$ cat src/rtl/trdb_pkg.sv
// trdb_pkg: shared constants and types for the trace debugger capture path.
//   XLEN              - default packet word width
//   DROPCNTLEN        - width of the saturating dropped-word counter
//   trdb_buf_state_e  - word buffer FSM states
//   trdb_buf_entry_t  - one buffer entry: overflow-marker flag plus data word
//   drop_cnt_inc      - saturating increment for the drop counter
package trdb_pkg;

    localparam int unsigned XLEN       = 32;
    localparam int unsigned DROPCNTLEN = 16;

    typedef enum logic {
        BUF_RUN,
        BUF_DROP
    } trdb_buf_state_e;

    typedef struct packed {
        logic            marker;
        logic [XLEN-1:0] data;
    } trdb_buf_entry_t;

    // Counter sticks at all-ones so a long overflow still reports "at least max".
    function automatic logic [DROPCNTLEN-1:0] drop_cnt_inc(input logic [DROPCNTLEN-1:0] v);
        return (v == '1) ? v : v + DROPCNTLEN'(1);
    endfunction

endpackage

$ cat src/rtl/trdb_fifo.sv
// trdb_fifo: generic synchronous first-word-fall-through FIFO.
//   clk_i   - clock
//   rst_i   - synchronous active-high reset / flush
//   push_i  - write data_i (ignored when full)
//   data_i  - write data
//   pop_i   - discard head entry (ignored when empty)
//   head_o  - head entry, driven from storage; zero when empty
//   count_o - number of stored entries (0..DEPTH)
module trdb_fifo #(
    parameter int unsigned WIDTH = 33,
    parameter int unsigned DEPTH = 16,
    localparam int unsigned AW   = $clog2(DEPTH)
) (
    input  logic             clk_i,
    input  logic             rst_i,
    input  logic             push_i,
    input  logic [WIDTH-1:0] data_i,
    input  logic             pop_i,
    output logic [WIDTH-1:0] head_o,
    output logic [AW:0]      count_o
);

    localparam logic [AW:0] FULL_CNT = (AW+1)'(DEPTH);

    logic [WIDTH-1:0] mem_q [DEPTH];
    logic [AW-1:0]    wr_ptr_q, rd_ptr_q;
    logic [AW:0]      count_q, count_d;
    logic             do_push, do_pop;

    assign do_push = push_i && (count_q != FULL_CNT);
    assign do_pop  = pop_i && (count_q != '0);

    always_comb begin
        count_d = count_q;
        if (do_push && !do_pop) begin
            count_d = count_q + 1'b1;
        end else if (do_pop && !do_push) begin
            count_d = count_q - 1'b1;
        end
    end

    // Storage carries no reset; validity is tracked entirely by count_q.
    always_ff @(posedge clk_i) begin
        if (do_push) begin
            mem_q[wr_ptr_q] <= data_i;
        end
    end

    always_ff @(posedge clk_i) begin
        if (rst_i) begin
            wr_ptr_q <= '0;
            rd_ptr_q <= '0;
            count_q  <= '0;
        end else begin
            if (do_push) wr_ptr_q <= wr_ptr_q + 1'b1;
            if (do_pop)  rd_ptr_q <= rd_ptr_q + 1'b1;
            count_q <= count_d;
        end
    end

    // Head is read straight from storage; a write never targets the head slot
    // while it is occupied, so it stays stable until popped.
    assign head_o  = (count_q == '0) ? '0 : mem_q[rd_ptr_q];
    assign count_o = count_q;

endmodule

$ cat src/rtl/trdb_word_buffer.sv
// trdb_word_buffer: non-stallable capture buffer behind the trace debugger.
// Absorbs packet words into a FIFO, drains them over valid/ready, and on
// overflow drops words, counts them and inserts a tagged marker entry.
//   clk_i, rst_i          - clock, synchronous active-high reset
//   enable_i              - capture enable (ignored words are not counted)
//   clear_i               - synchronous flush, same effect as reset
//   packet_word_i/_valid_i- incoming word stream, no backpressure
//   out_data_o/_marker_o  - head entry data and marker flag
//   out_valid_o/ready_i   - head handshake
//   fill_level_o          - stored entry count
//   overflow_o            - sticky, set on the first dropped word
module trdb_word_buffer import trdb_pkg::*; #(
    parameter int unsigned XLEN  = trdb_pkg::XLEN,
    parameter int unsigned DEPTH = 16,
    localparam int unsigned AW   = $clog2(DEPTH)
) (
    input  logic            clk_i,
    input  logic            rst_i,
    input  logic            enable_i,
    input  logic            clear_i,
    input  logic [XLEN-1:0] packet_word_i,
    input  logic            packet_word_valid_i,
    output logic [XLEN-1:0] out_data_o,
    output logic            out_marker_o,
    output logic            out_valid_o,
    input  logic            out_ready_i,
    output logic [AW:0]     fill_level_o,
    output logic            overflow_o
);

    localparam logic [AW:0] FULL_CNT = (AW+1)'(DEPTH);

    trdb_buf_state_e        state_q;
    logic [DROPCNTLEN-1:0]  drop_cnt_q;
    logic                   overflow_q;

    logic                   flush;
    logic                   word_qual;
    logic                   full;
    logic [DROPCNTLEN-1:0]  drop_cnt_d;
    logic                   fifo_push;
    logic [XLEN:0]          fifo_wdata;
    logic [XLEN:0]          fifo_head;
    logic [AW:0]            fifo_count;
    logic                   fifo_pop;

    assign flush     = rst_i | clear_i;
    assign word_qual = enable_i & packet_word_valid_i;
    // Full looks at the registered count only; a same-cycle pop does not help.
    assign full      = (fifo_count == FULL_CNT);

    always_comb begin
        drop_cnt_d = word_qual ? drop_cnt_inc(drop_cnt_q) : drop_cnt_q;
        fifo_push  = 1'b0;
        fifo_wdata = {1'b0, packet_word_i};
        unique case (state_q)
            BUF_RUN: begin
                fifo_push = word_qual && !full;
            end
            BUF_DROP: begin
                // Marker count includes a word dropped in this same cycle.
                fifo_push  = !full;
                fifo_wdata = {1'b1, XLEN'(drop_cnt_d)};
            end
            default: ;
        endcase
    end

    always_ff @(posedge clk_i) begin
        if (flush) begin
            state_q    <= BUF_RUN;
            drop_cnt_q <= '0;
            overflow_q <= 1'b0;
        end else begin
            unique case (state_q)
                BUF_RUN: begin
                    if (word_qual && full) begin
                        state_q    <= BUF_DROP;
                        drop_cnt_q <= DROPCNTLEN'(1);
                        overflow_q <= 1'b1;
                    end
                end
                BUF_DROP: begin
                    if (!full) begin
                        state_q    <= BUF_RUN;
                        drop_cnt_q <= '0;
                    end else begin
                        drop_cnt_q <= drop_cnt_d;
                    end
                end
                default: state_q <= BUF_RUN;
            endcase
        end
    end

    assign fifo_pop = out_valid_o & out_ready_i;

    trdb_fifo #(
        .WIDTH (XLEN + 1),
        .DEPTH (DEPTH)
    ) u_fifo (
        .clk_i   (clk_i),
        .rst_i   (flush),
        .push_i  (fifo_push),
        .data_i  (fifo_wdata),
        .pop_i   (fifo_pop),
        .head_o  (fifo_head),
        .count_o (fifo_count)
    );

    assign out_valid_o  = (fifo_count != '0);
    assign out_data_o   = fifo_head[XLEN-1:0];
    assign out_marker_o = fifo_head[XLEN];
    assign fill_level_o = fifo_count;
    assign overflow_o   = overflow_q;

endmodule
$ cat config.mk
export PLATFORM = sky130hd
export DESIGN_NAME = trdb_word_buffer
export DESIGN_NICKNAME = d
export VERILOG_FILES = /design/src/rtl/trdb_pkg.sv /design/src/rtl/trdb_fifo.sv /design/src/rtl/trdb_word_buffer.sv
export SDC_FILE = /design/constraint.sdc
export NUM_CORES = 1
export LEC_CHECK = 0
export CAP_MARGIN = 40
export CORE_MARGIN = 2
export CORE_UTILIZATION = 40
export DETAILED_ROUTE_END_ITERATION = 12
export PLACE_DENSITY = 0.62
export SLEW_MARGIN = 30
export SYNTH_ARGS = -nofsm -noshare
export SYNTH_HDL_FRONTEND = slang
export SYNTH_SLANG_ARGS = --single-unit
$ cat constraint.sdc
create_clock -name clk_i -period 6.97 [get_ports clk_i]
set_input_delay 1.7425 -clock clk_i [delete_from_list [all_inputs] [get_ports clk_i]]
set_output_delay 1.7425 -clock clk_i [all_outputs]
set_load 0.01 [all_outputs]
## Yosys cells after proc, flatten, opt, wreduce, memory -nomap -nowiden

Memories as Yosys holds them, arrays and structs flattened. A register that Yosys moved wholly into a read port is not among the register bits.
Index checks and enable logic that the tools add are counted.

| storage, ports and cells | value |
|---|---|
| register bits | 31 |
| RAM bits | 528 |
| input bits | 38 |
| word-level logic and storage cells | 50 |
| memories | 1 |

| cells by class | value |
|---|---|
| add/subtract/negate cells | 5 |
| eq/ne operators | 4 |
| mux-type cells | 17 |
| bitwise gates (word level) | 4 |
| reduce and logical (&&, ||, !) cells | 13 |

Memories:

| name | words | bits a word | read ports | clocked after memory_dff | wr ports | line | source |
|---|---|---|---|---|---|---|---|
| u_fifo.mem_q | 16 | 33 | 1 | 1 | 1 | trdb_fifo.sv:25 | `logic [WIDTH-1:0] mem_q [DEPTH];` |

Operators by type and width:

| operator | number |
|---|---|
| $mux 33 | 2 |
| $mux 16 | 4 |
| $pmux 16 s2 | 1 |
| $add 16x1->16 const B | 1 |
| $eq 16x16->1 const B | 1 |
| $mux 5 | 2 |
| $add 4x1->4 const B | 2 |
| $mux 4 | 2 |
| $logic_and 1x1->1 | 6 |
| $add 5x1->5 const B | 1 |
| $eq 5x5->1 const B | 1 |
| $logic_not 5->1 | 1 |
| $ne 5x5->1 const B | 1 |
| $reduce_bool 5->1 | 1 |
| $sub 5x1->5 const B | 1 |
| $mux 1 | 4 |
| $pmux 1 s2 | 2 |
| $logic_not 1->1 | 3 |
| $and 1x1->1 | 2 |
| $ne 2x2->1 const B | 1 |
| $reduce_and 2->1 | 1 |
| $reduce_bool 2->1 | 1 |
| $not 1->1 | 1 |
| $or 1x1->1 | 1 |

## Logic depth before layout (Yosys ltp)

Gate-level depths: netlist (run 1).

| depth | value |
|---|---|
| word-level depth | 9 |
| mapped depth | 11 |
| depth with buffers taken out | 11 |

## Hierarchy

A second synthesis (run 1) with hierarchy kept.

| second synthesis, totals | value |
|---|---|
| cell total of the unflattened synthesis | 1,139 |
| area total of the unflattened synthesis | 22,531.6 µm² |

Modules (own cells, without submodules):

| module | times used | cells an instance | area each (µm²) | seq. area each (µm²) |
|---|---|---|---|---|
| trdb_fifo | 1 | 917 | 20,955.1 | 16,195.5 |
| trdb_word_buffer | 1 | 222 | 1,576.5 | 360.3 |

## Least setup slack after synthesis (run 1)

No wires, ideal clock.

| path | value |
|---|---|
| kind | in2reg |
| from | input enable_i |
| to | memory u_fifo.mem_q[3][0] (enable) |
| setup time | 0.464 ns |
| data arrival time | 4.564 ns |
| required time | 6.506 ns |
| slack | 1.941 ns |
| cell stages on the path | 4 |
| cells stage by stage | a21oi_1 a21oi_2 nand2_1 nor3_1 |

| on the way | value |
|---|---|
| cells in the longest elaborated chain, start to end | 6 |

RTL lines:

| element | line | source |
|---|---|---|
| start: declaration | trdb_word_buffer.sv:19 | `input logic enable_i,` |
| $and 1x1->1 | trdb_word_buffer.sv:48 | `assign word_qual = enable_i & packet_word_valid_i;` |
| $logic_and 1x1->1 | trdb_word_buffer.sv:58 | `fifo_push = word_qual && !full;` |
| $pmux 1 s2 | trdb_word_buffer.sv:56 | `unique case (state_q)` |
| $logic_and 1x1->1 | trdb_fifo.sv:30 | `assign do_push = push_i && (count_q != FULL_CNT);` |
| named net u_fifo.do_push | trdb_fifo.sv:28 | `logic do_push, do_pop;` |
| $mux 1 | trdb_fifo.sv:44 | `if (do_push) begin` |
| $mux 1 (not written as such) | trdb_fifo.sv:45 | `mem_q[wr_ptr_q] <= data_i;` |
| end: declaration | trdb_fifo.sv:25 |  |

The timed path passes the listed nets, and every way through them passes these cells.

## Final worst setup path (run 1)

| path | value |
|---|---|
| from | register u_fifo.count_q[0] (netlist: u_fifo.count_o[0]) |
| to | output out_data_o[6] |

| on the way | value |
|---|---|
| cells in the longest elaborated chain, start to end | 2 |

RTL lines:

| element | line | source |
|---|---|---|
| start: declaration | trdb_fifo.sv:27 | `logic [AW:0] count_q, count_d;` |
| start signal: assignment | trdb_fifo.sv:57 | `count_q <= count_d;` |
| $logic_not 5->1 | trdb_fifo.sv:63 | `assign head_o = (count_q == '0) ? '0 : mem_q[rd_ptr_q];` |
| $mux 33 | trdb_fifo.sv:63 |  |
| end: declaration | trdb_word_buffer.sv:23 | `output logic [XLEN-1:0] out_data_o,` |

Every way passes these cells.

==> impl_results.md, run 1 <==
- CP Launch Point: u_fifo.count_o[0]$_SDFFE_PP0P_
- Share of layout cells above drive strength 1: 24.5%
- Worst-margin pin slew: 0.788 ns
- Layout Nets: 1297
- Reg2reg end: u_fifo.count_o[4]$_SDFFE_PP0P_
- Port-buffer cells: 77
- Yosys cell types: 52
- Worst EP arrival: 3.48 ns
- Worst-Skew Late Latency: 0.59 ns
- Hold Crit Class: register to register
- Root buffer cell: clkbuf_16
- Total Power: 7350 uW
- Largest net degree at the start of global routing: 55
- DRC viols: 0
- Synthesized area per cell: 19.9 sq um
- Met3 GRT Util: 2.78%
- Die X: 240 microns
- Bufs and invs on worst path: 2
- Post-CTS setup buffer count: 0
- Max stage delay cell, worst path: nand2b_2
- Post-detail-place hpwl: 28.3 mm
- Initial Utilization: 40.4%
- Mapped Nets: 1168
- Fillers: 4594
- Reg clk slew, reported paths: 0.06 ns
- Cell Pwr Density: 279 nW/um^2
- Final setup violating endpoints: 0
- Slew margin rel.: 47.5%
- Seq/Total Area, Yosys: 74.4%
- Static leakage: 0.00801 uW
- Placed cell count: 1937
- Slew Limit Fails: 0
- Vias in the first global route: 11.5k
- Mapped cell area: 22300 sq um
- Yosys warning count: 0
- Total global routing overflow: 0
- Placer Congestion: 0.809
- Cell type with the largest total area after synthesis: edfxtp_1
- Ports: 78
- Met2 GRT Util: 27.4%
- WL final: 48.9 mm
- Setup TNS: 0 ns
- Critical Path Stages: 6
- Final Instance Area: 26300 sq um
- Critical Path Source Type: register
- Post-route insts no fill: 2041
- R2R depth: 11
- Area contributors post-synth: edfxtp_1 (71%), mux4_2 (13%), dfxtp_1 (3.1%)
- Gr usage total: 17.3%
- Dpl cell area: 24500 sq um
- CTS max path bufs: 3
- Hold-fix buffers, CTS: 0
- Final period utilization: 74.9%
- Maximum vdd ir drop: 0.000182 V
- Worst r2r src: u_fifo.count_o[0]$_SDFFE_PP0P_
- Final hold vios: 0
- Die Ht: 240 microns
- Top-area cell type share of the netlist area: 71.2%
- Clock skew: 0.0179 ns
- Period minus WS final: 5.22 ns
- F_max: 192 MHz
- Busiest grt layer: met2
- Worst hold slack: 0.477 ns
- Kind of cell adding the most delay to the critical path: simple AND/OR/NAND/NOR gates
- CTS resizes: 0
- Crit-path max FO: 18
- Post-synthesis sequential element count: 563
- Antenna-violating nets left: 0
- RSZ-0062 raised after global routing: no
- Crit path largest cell delay: 0.60 ns
- Cell row count: 86
- Clk sink count: 563
- Initial antenna violation count: 0
- Die area: 57600 sq um
- Worst Path Required: 5.23 ns
- CP Cell Sequence: nor4_4 -> nand2b_1 -> nand2b_2 -> buf_4 -> o22ai_1 -> clkdlybuf4s50_1
- First-pass GRT wire length: 73.2 mm
- P&R area growth vs syn: 18.3%
- R2R Setup Slk: 3.71 ns
- H-tree levels: 2
- CTS buffer count: 55
- Synth Instances: 1119
- Status: finished clean
- DR pass1 iterations: 7
- Via count: 11.1k
- DRT iter0 DRCs: 847
- Diode count: 0
- WL/cell: 24.0 microns
- DR vias/cell: 5.42
- Number of max-cap violations: 0
- Core area: 55100 sq um
- CTS tree: built
- GR Util met1: 25.2%
- CP Capture Point: out_data_o[6]
- CP Capture Type: output port
- WS Path Type: register to output port
## per-stage QoR
step | util, % | setup WS (ns)
after floorplan | - | 1.94
after global placement | 43.7 | 2.19
after detailed placement | 44.5 | 2.29
after CTS | 47.8 | 1.67
after global routing | 47.8 | 1.56
final | 47.8 | 1.75
## worst min path at each step
| stage | start | end | depth (start not counted) |
|---|---|---|---|
| 2_1_floorplan | u_fifo.rd_ptr_q[3]$_SDFFE_PP0P_ | register | 2 |
| 3_3_place_gp | overflow_o$_SDFFE_PP0P_ | overflow_o$_SDFFE_PP0P_ | 2 |
| 3_5_place_dp | overflow_o$_SDFFE_PP0P_ | overflow_o$_SDFFE_PP0P_ | 2 |
| 4_1_cts | overflow_o$_SDFFE_PP0P_ | overflow_o$_SDFFE_PP0P_ | 2 |
| 5_1_grt | u_fifo.rd_ptr_q[3]$_SDFFE_PP0P_ | register | 2 |
| 6_report | overflow_o$_SDFFE_PP0P_ | overflow_o$_SDFFE_PP0P_ | 2 |
## worst register-to-register path: stages, from the launching register on
cell,delay (ns)
dfxtp_1,0.38
nor4_4,0.49
nand2b_1,0.30
nand2_1,0.25
ha_1,0.24
inv_1,0.11
ha_1,0.32
nor2b_1,0.15
o21a_1,0.18
or4_1,0.42
a211oi_1,0.25
a31o_2,0.13
## cells by family after synthesis
kind of cell	count (synthesis)	synth area share [%]
compound gates	106	2.98
mux	199	16.4
simple gates	146	3.41
xor+xnor	18	0.708
flops	563	74.4
buf+inv	76	1.50
fa+ha+maj	11	0.652
## report_power, final
group          internal [uW]  switching [uW]  leakage (uW)
registers               3720            20.5       0.00507
logic                    309             345       0.00205
clock network           1730            1230      0.000886
## layout make-up
class | count | area [sq um] | area share [%]
sequential | 563 | 16600 | 62.9
multi-input combinational | 480 | 5520 | 20.9
clock buffer | 70 | 1490 | 5.67
timing repair buffer | 137 | 1460 | 5.55
tap | 748 | 936 | 3.55
clock inverter | 32 | 319 | 1.21
inverter | 11 | 41.3 | 0.157
## layer usage
layer | part of all wire (%) | vias up
met1 | 46 | 5842
met4 | 1.8 | 0
met3 | 4.8 | 63
met2 | 48 | 287
met5 | 0 | -
li1 | - | 4864
## synth_stat cells (all sizes together)
cell and count:
a211oi 1, nand4 11, a21oi 28, or4 1, o22ai 33, o311ai 1
a31oi 8, inv 11, nand2b 4, nand2 24, dfxtp 35, nor2b 19
nand4b 1, o31ai 3, xnor2 4, nor3 7, a41o 1, mux4 132
clkbuf 28, or3 3, a41oi 1, a22o 2, mux2i 67, ha 10
or2 2, and2 3, o22a 1, and3 4, and4 4, o21a 2
a31o 1, a32o 1, nand3 8, a21o 4, xor2 14, buf 37
nor2 50, fa 1, o21ai 16, nor4 5, edfxtp 528, o21ba 1
o211ai 2
## state kept, by name, summed over array words and instances (netlist names), named ones only
register	count
drop_cnt_q	16
overflow_o	1
state_q	1
u_fifo.count_o	5
u_fifo.mem_q	528
u_fifo.rd_ptr_q	4
u_fifo.wr_ptr_q	4
## cell usage in the layout, fill, tap and decap left out, types with 6 or more instances in the layout
cell,instances
edfxtp_1,528
mux4_2,132
clkdlybuf4s50_1,77
mux2i_1,66
clkbuf_16,55
buf_4,41
nor2_1,37
o22ai_1,33
dfxtp_1,31
a21oi_1,22
nand2_1,22
nor2b_1,16
o21ai_0,15
xor2_1,14
nor2_4,13
inv_1,11
nand4_1,11
ha_1,10
clkinv_2,10
clkinv_1,10
buf_16,10
clkbuf_1,9
nand3_1,8
a31oi_1,8
a21oi_2,6
clkbuf_8,6
bufinv_16,6
Note: power is estimated with default switching activity, not from simulation.
==> run 2, diff against run 1 <==
==> constraint.sdc (replaced) <==
create_clock -name clk_i -period 5.1 [get_ports clk_i]
set_input_delay 1.275 -clock clk_i [delete_from_list [all_inputs] [get_ports clk_i]]
set_output_delay 1.275 -clock clk_i [all_outputs]
set_load 0.01 [all_outputs]
==> impl_results.md, run 2 (same netlist as run 1, synthesis figures left out) <==
- RSZ-0062 raised after global routing: no
- Int Pwr: 8110 uW
- CTS resizes: 0
- Comb pwr share: 8.6%
- Worst r2r src: u_fifo.count_o[0]$_SDFFE_PP0P_
- Port-buffer cells: 77
- Ports: 78
- DRT iter0 DRCs: 897
- Initial Utilization: 40.4%
- Critical Path Source Type: register
- Crit-path max FO: 22
- Total global routing overflow: 0
- Cell Pwr Density: 392 nW/um^2
- Sw Pwr: 2250 uW
- Clock skew: 0.0194 ns
- Maximum vdd ir drop: 0.000262 V
- Largest net degree at the start of global routing: 68
- Reg2reg end: u_fifo.count_o[4]$_SDFFE_PP0P_
- Most flops, register: u_fifo.mem_q
- Post-CTS setup buffer count: 0
- Final period utilization: 94.0%
- First-pass GRT wire length: 72.4 mm
- P&R area growth vs syn: 18.7%
- Core area: 55100 sq um
- CTS max path bufs: 3
- R2R depth: 11
- Vias in the first global route: 11.6k
- WL/cell: 23.5 microns
- Status: finished clean
- Reg clk slew, reported paths: 0.06 ns
- Final setup violating endpoints: 0
- DR pass1 iterations: 5
- Number of max-cap violations: 0
- Slew margin rel.: 47.8%
- Final Core Density: 48.0%
- Via count: 11.1k
- Worst-Skew Late Latency: 0.61 ns
- Post-detail-place hpwl: 27.8 mm
- Fillers: 4618
- Clk sink count: 563
- Setup TNS: 0 ns
- Share of power burned in registers: 49.4%
- WS Path Type: register to output port
- Diode count: 0
- Initial antenna violation count: 0
- Hold Crit Class: register to register
- Static leakage: 0.00807 uW
- Hold path depth: 2
- Hold path endpoint: overflow_o$_SDFFE_PP0P_
- Period minus WS final: 4.79 ns
- Die area: 57600 sq um
- Placer Congestion: 0.828
- CTS tree: built
- Cell row count: 86
- Final Instance Area: 26400 sq um
- Root buffer cell: clkbuf_16
- Most frequent cells in the layout: edfxtp_1 (528), mux4_2 (132), clkdlybuf4s50_1 (77)
- DR vias/cell: 5.40
- Antenna-violating nets left: 0
- WL final: 48.1 mm
- Max reg flops: 528
- R2R Setup Slk: 1.80 ns
- Worst EP arrival: 3.52 ns
- Share of layout cells above drive strength 1: 24.9%
- Commonest non-fill, non-tap cell in the layout: edfxtp_1
- Worst-margin pin slew: 0.783 ns
- Slew Limit Fails: 0
- Layout Nets: 1303
- Die Ht: 240 microns
- CTS buffer count: 58
- Gr usage total: 17.1%
- F_max: 209 MHz
- H-tree levels: 2
- Hold-fix buffers, CTS: 0
- CP Capture Type: output port
- Dpl cell area: 24400 sq um
- Die X: 240 microns
- Final hold vios: 0
- Net Sw Frac: 21.7%
- DRC viols: 0
- Worst Path Required: 3.83 ns
- Hold Path Origin: overflow_o$_SDFFE_PP0P_
- Clock network fraction of design power: 42.0%
==> run 2: cell count changes in the layout (fill, tap and decap cells not counted), moves of 3 or more <==
cell / before / now
a21oi_1: 22 / 26
a21oi_2: 6 / 2
buf_12: 4 / 10
buf_16: 10 / 1
buf_4: 41 / 48
bufinv_16: 6 / 10
clkbuf_1: 9 / 13
clkbuf_16: 55 / 58
clkbuf_8: 6 / 0
clkinv_2: 10 / 7
nor2b_1: 16 / 8
nor2b_2: 3 / 11
==> run 2: worst max-delay path, stage by stage, from the launching register on <==
cell,delay (ns)
dfxtp_1,0.37
nor4_4,0.47
nand2b_1,0.31
nand2b_2,0.63
buf_4,0.38
o22ai_1,0.21
clkdlybuf4s50_1,0.53
==> run 2: cell type report <==
cell class	count	area, sq um	area share, %
clock buffer	71	1500	5.68
clock inverter	39	474	1.80
inverter	11	41.3	0.156
multi-input combinational	480	5520	20.9
sequential	563	16600	62.7
tap	748	936	3.54
timing repair buffer	140	1380	5.23
==> run 2: worst max path at each step <==
stage / slack (ns) / to / depth (start not counted) / start
final: 0.31 / out_data_o[5] / 6 / u_fifo.count_o[0]$_SDFFE_PP0P_
after global routing: 0.22 / out_data_o[4] / 6 / u_fifo.count_o[0]$_SDFFE_PP0P_
after CTS: 0.33 / out_data_o[4] / 6 / u_fifo.count_o[0]$_SDFFE_PP0P_
after detailed placement: 0.92 / u_fifo.count_o[4]$_SDFFE_PP0P_ / 11 / packet_word_valid_i
after global placement: 0.92 / u_fifo.count_o[4]$_SDFFE_PP0P_ / 11 / enable_i
after floorplan: 0.54 / u_fifo.mem_q[3][0]$_DFFE_PP_ / 4 / enable_i
==> run 2: power groups by stage <==
stage	Sequential (uW)	Clock (uW)	Combinational (uW)
floorplan	5200	0	503
global placement	5210	0	886
detailed placement	5210	0	900
CTS	5120	4450	905
global route	5120	4610	962
finish	5110	4350	893
==> run 2: through the flow <==
step | total power [uW] | instances | setup slack (ns) | hold slack (ns)
5_1_grt | 10700 | 2052 | 0.224 | 0.530
3_3_place_gp | 6100 | 1932 | 0.921 | 0.460
6_report | 10400 | 2052 | 0.305 | 0.477
2_1_floorplan | 5700 | 1119 | 0.539 | 0.459
3_5_place_dp | 6110 | 1940 | 0.923 | 0.467
4_1_cts | 10500 | 2050 | 0.325 | 0.485
==> run 2: layer usage <==
metal,track usage [%],part of all wire (%),vias up
met1,24.0,44,5875
met3,2.71,5.2,63
li1,-,-,4871
met2,28.2,49,282
met4,4.40,1.8,0
met5,0,0,-
==> run 3, diff against run 2 <==
--- a/config.mk
+++ b/config.mk
@@ -10,7 +10,9 @@
 export CORE_UTILIZATION = 40
 export DETAILED_ROUTE_END_ITERATION = 12
 export PLACE_DENSITY = 0.62
+export RECOVER_POWER = 100
 export SLEW_MARGIN = 30
 export SYNTH_ARGS = -nofsm -noshare
 export SYNTH_HDL_FRONTEND = slang
 export SYNTH_SLANG_ARGS = --single-unit
+export TNS_END_PERCENT = 30
==> impl_results.md, run 3 (same netlist as run 1, synthesis figures left out) <==
- Cell row count: 86
- Most frequent cells in the layout: edfxtp_1 (528), mux4_2 (132), mux2i_1 (67)
- Number of max-cap violations: 10
- First-pass GRT wire length: 72.4 mm
- Clk sink count: 563
- Hold-fix buffers, CTS: 0
- Pre-CTS setup slack: 0.923 ns
- WS Path Type: register to output port
- Placed cell count: 1940
- Failing checks: max-capacitance violations, max-slew violations
- Post-route setup slack: 0.247 ns
- CTS resizes: 0
- Via count: 11.1k
- Die X: 240 microns
- Largest net degree at the start of global routing: 68
- Status: finished with violations
- Clock skew: 0.0167 ns
- Setup TNS: 0 ns
- DRT iter0 DRCs: 882
- Most flops, register: u_fifo.mem_q
- Worst hold slack: 0.469 ns
- WL final: 48.1 mm
- Initial Utilization: 40.4%
- Final Core Density: 47.4%
- Slew Limit Fails: 196
- Post-detail-place hpwl: 27.8 mm
- Reg2reg end: drop_cnt_q[11]$_SDFFE_PP0P_
- Max stage delay cell, worst path: dlygate4sd3_1
- Layout Nets: 1303
- F_max: 206 MHz
- Worst-Skew Late Latency: 0.60 ns
- Hold Crit Class: register to register
- Core area: 55100 sq um
- Hold path endpoint: overflow_o$_SDFFE_PP0P_
- Post-route insts no fill: 2052
- Root buffer cell: clkbuf_16
- Final setup violating endpoints: 0
- P&R area growth vs syn: 17.3%
- Commonest non-fill, non-tap cell in the layout: edfxtp_1
- DR pass1 iterations: 5
- Multi-input logic area: 5370 sq um
- Vias in the first global route: 11.6k
- Final hold vios: 0
- WL/cell: 23.5 microns
- H-tree levels: 2
- CTS tree: built
- Reg clk slew, reported paths: 0.06 ns
- Fillers: 4692
- Crit path largest cell delay: 0.65 ns
- Die Ht: 240 microns
- Share of layout cells above drive strength 1: 20.3%
- Ports: 78
- Worst-margin pin slew: 2.49 ns
- Port-buffer cells: 77
- CP Capture Type: output port
- Placer Congestion: 0.828
- Cell Pwr Density: 395 nW/um^2
- Final period utilization: 95.2%
- Initial antenna violation count: 1
- Post-CTS setup buffer count: 0
- Crit-path max FO: 22
- CTS max path bufs: 3
- Diode count: 0
- CTS buffer count: 58
- Hold path depth: 2
- RSZ-0062 raised after global routing: no
- Worst EP arrival: 3.58 ns
- Hold Path Origin: overflow_o$_SDFFE_PP0P_
- Antenna-violating nets left: 0
- Period minus WS final: 4.85 ns
- Total global routing overflow: 0
- CP Cell Sequence: nor4_4 -> nand2b_1 -> nand2b_2 -> buf_4 -> o22ai_1 -> dlygate4sd3_1
- DR vias/cell: 5.39
- Static leakage: 0.00799 uW
- Worst r2r src: state_q$_SDFF_PP0_
- Die area: 57600 sq um
- Worst Path Required: 3.83 ns
- Gr usage total: 17.1%
- Critical Path Source Type: register
- Slew margin rel.: -66.2%
- DRC viols: 0
- Maximum vdd ir drop: 0.000264 V
- Reg area: 16600 sq um
- Max reg flops: 528
- R2R Setup Slk: 0.93 ns
- R2R depth: 5
## run 3: changes by cell type in the layout (fill, tap and decap cells not counted), moves of 11 or more
cell	previous run	this run
clkbuf_1	13	42
clkdlybuf4s50_1	77	42
buf_4	48	11
clkbuf_2	0	14
nor2b_1	8	19
nor2b_2	11	0
dlygate4sd3_1	0	35
## run 3: worst max-delay path, delay by kind of cell (launching register included)
family | cells | cell delay, ns
and+or+nand+nor | 3 | 1.37
buffers and inverters | 2 | 1.02
AOI/OAI and AO/OA | 1 | 0.20
DFF | 1 | 0.37
## run 3: worst max-delay path by stage
| stage | startpoint | to | cells after the start |
|---|---|---|---|
| 3_5_place_dp | packet_word_valid_i | u_fifo.count_o[4]$_SDFFE_PP0P_ | 11 |
| 3_3_place_gp | enable_i | u_fifo.count_o[4]$_SDFFE_PP0P_ | 11 |
| 6_report | u_fifo.count_o[0]$_SDFFE_PP0P_ | out_data_o[5] | 6 |
| 5_1_grt | register | out_data_o[26] | 5 |
| 4_1_cts | u_fifo.count_o[0]$_SDFFE_PP0P_ | out_data_o[4] | 6 |
| 2_1_floorplan | enable_i | u_fifo.mem_q[3][0]$_DFFE_PP_ | 4 |
## run 3: where the power goes
part	switching, uW	internal [uW]	total, uW
Combinational	460	390	850
Sequential	32.1	5090	5120
Clock	1740	2600	4340
Total	2230	8080	10300
## run 3: per-layer routing
layer | routed length (microns) | vias up | track usage (%)
met5 | 0 | - | 0
met4 | 848 | 0 | 4.40
met3 | 2500 | 62 | 2.71
met2 | 23300 | 296 | 28.2
met1 | 21400 | 5821 | 24.0
li1 | - | 4879 | -
## run 3: cell type report
type | instances | share of cell area, %
Sequential cell | 563 | 63.5
Multi-Input combinational cell | 480 | 20.6
Clock buffer | 71 | 5.75
Timing Repair Buffer | 140 | 4.64
Tap cell | 748 | 3.59
Clock inverter | 39 | 1.82
Inverter | 11 | 0.158
## run 3: per-stage QoR
step | power (uW) | cell area (sq um)
3_5_place_dp | 6110 | 24400
5_1_grt | 10700 | 26100
6_report | 10300 | 26100
3_3_place_gp | 6100 | 24300
2_1_floorplan | 5700 | 22300
4_1_cts | 10500 | 26400
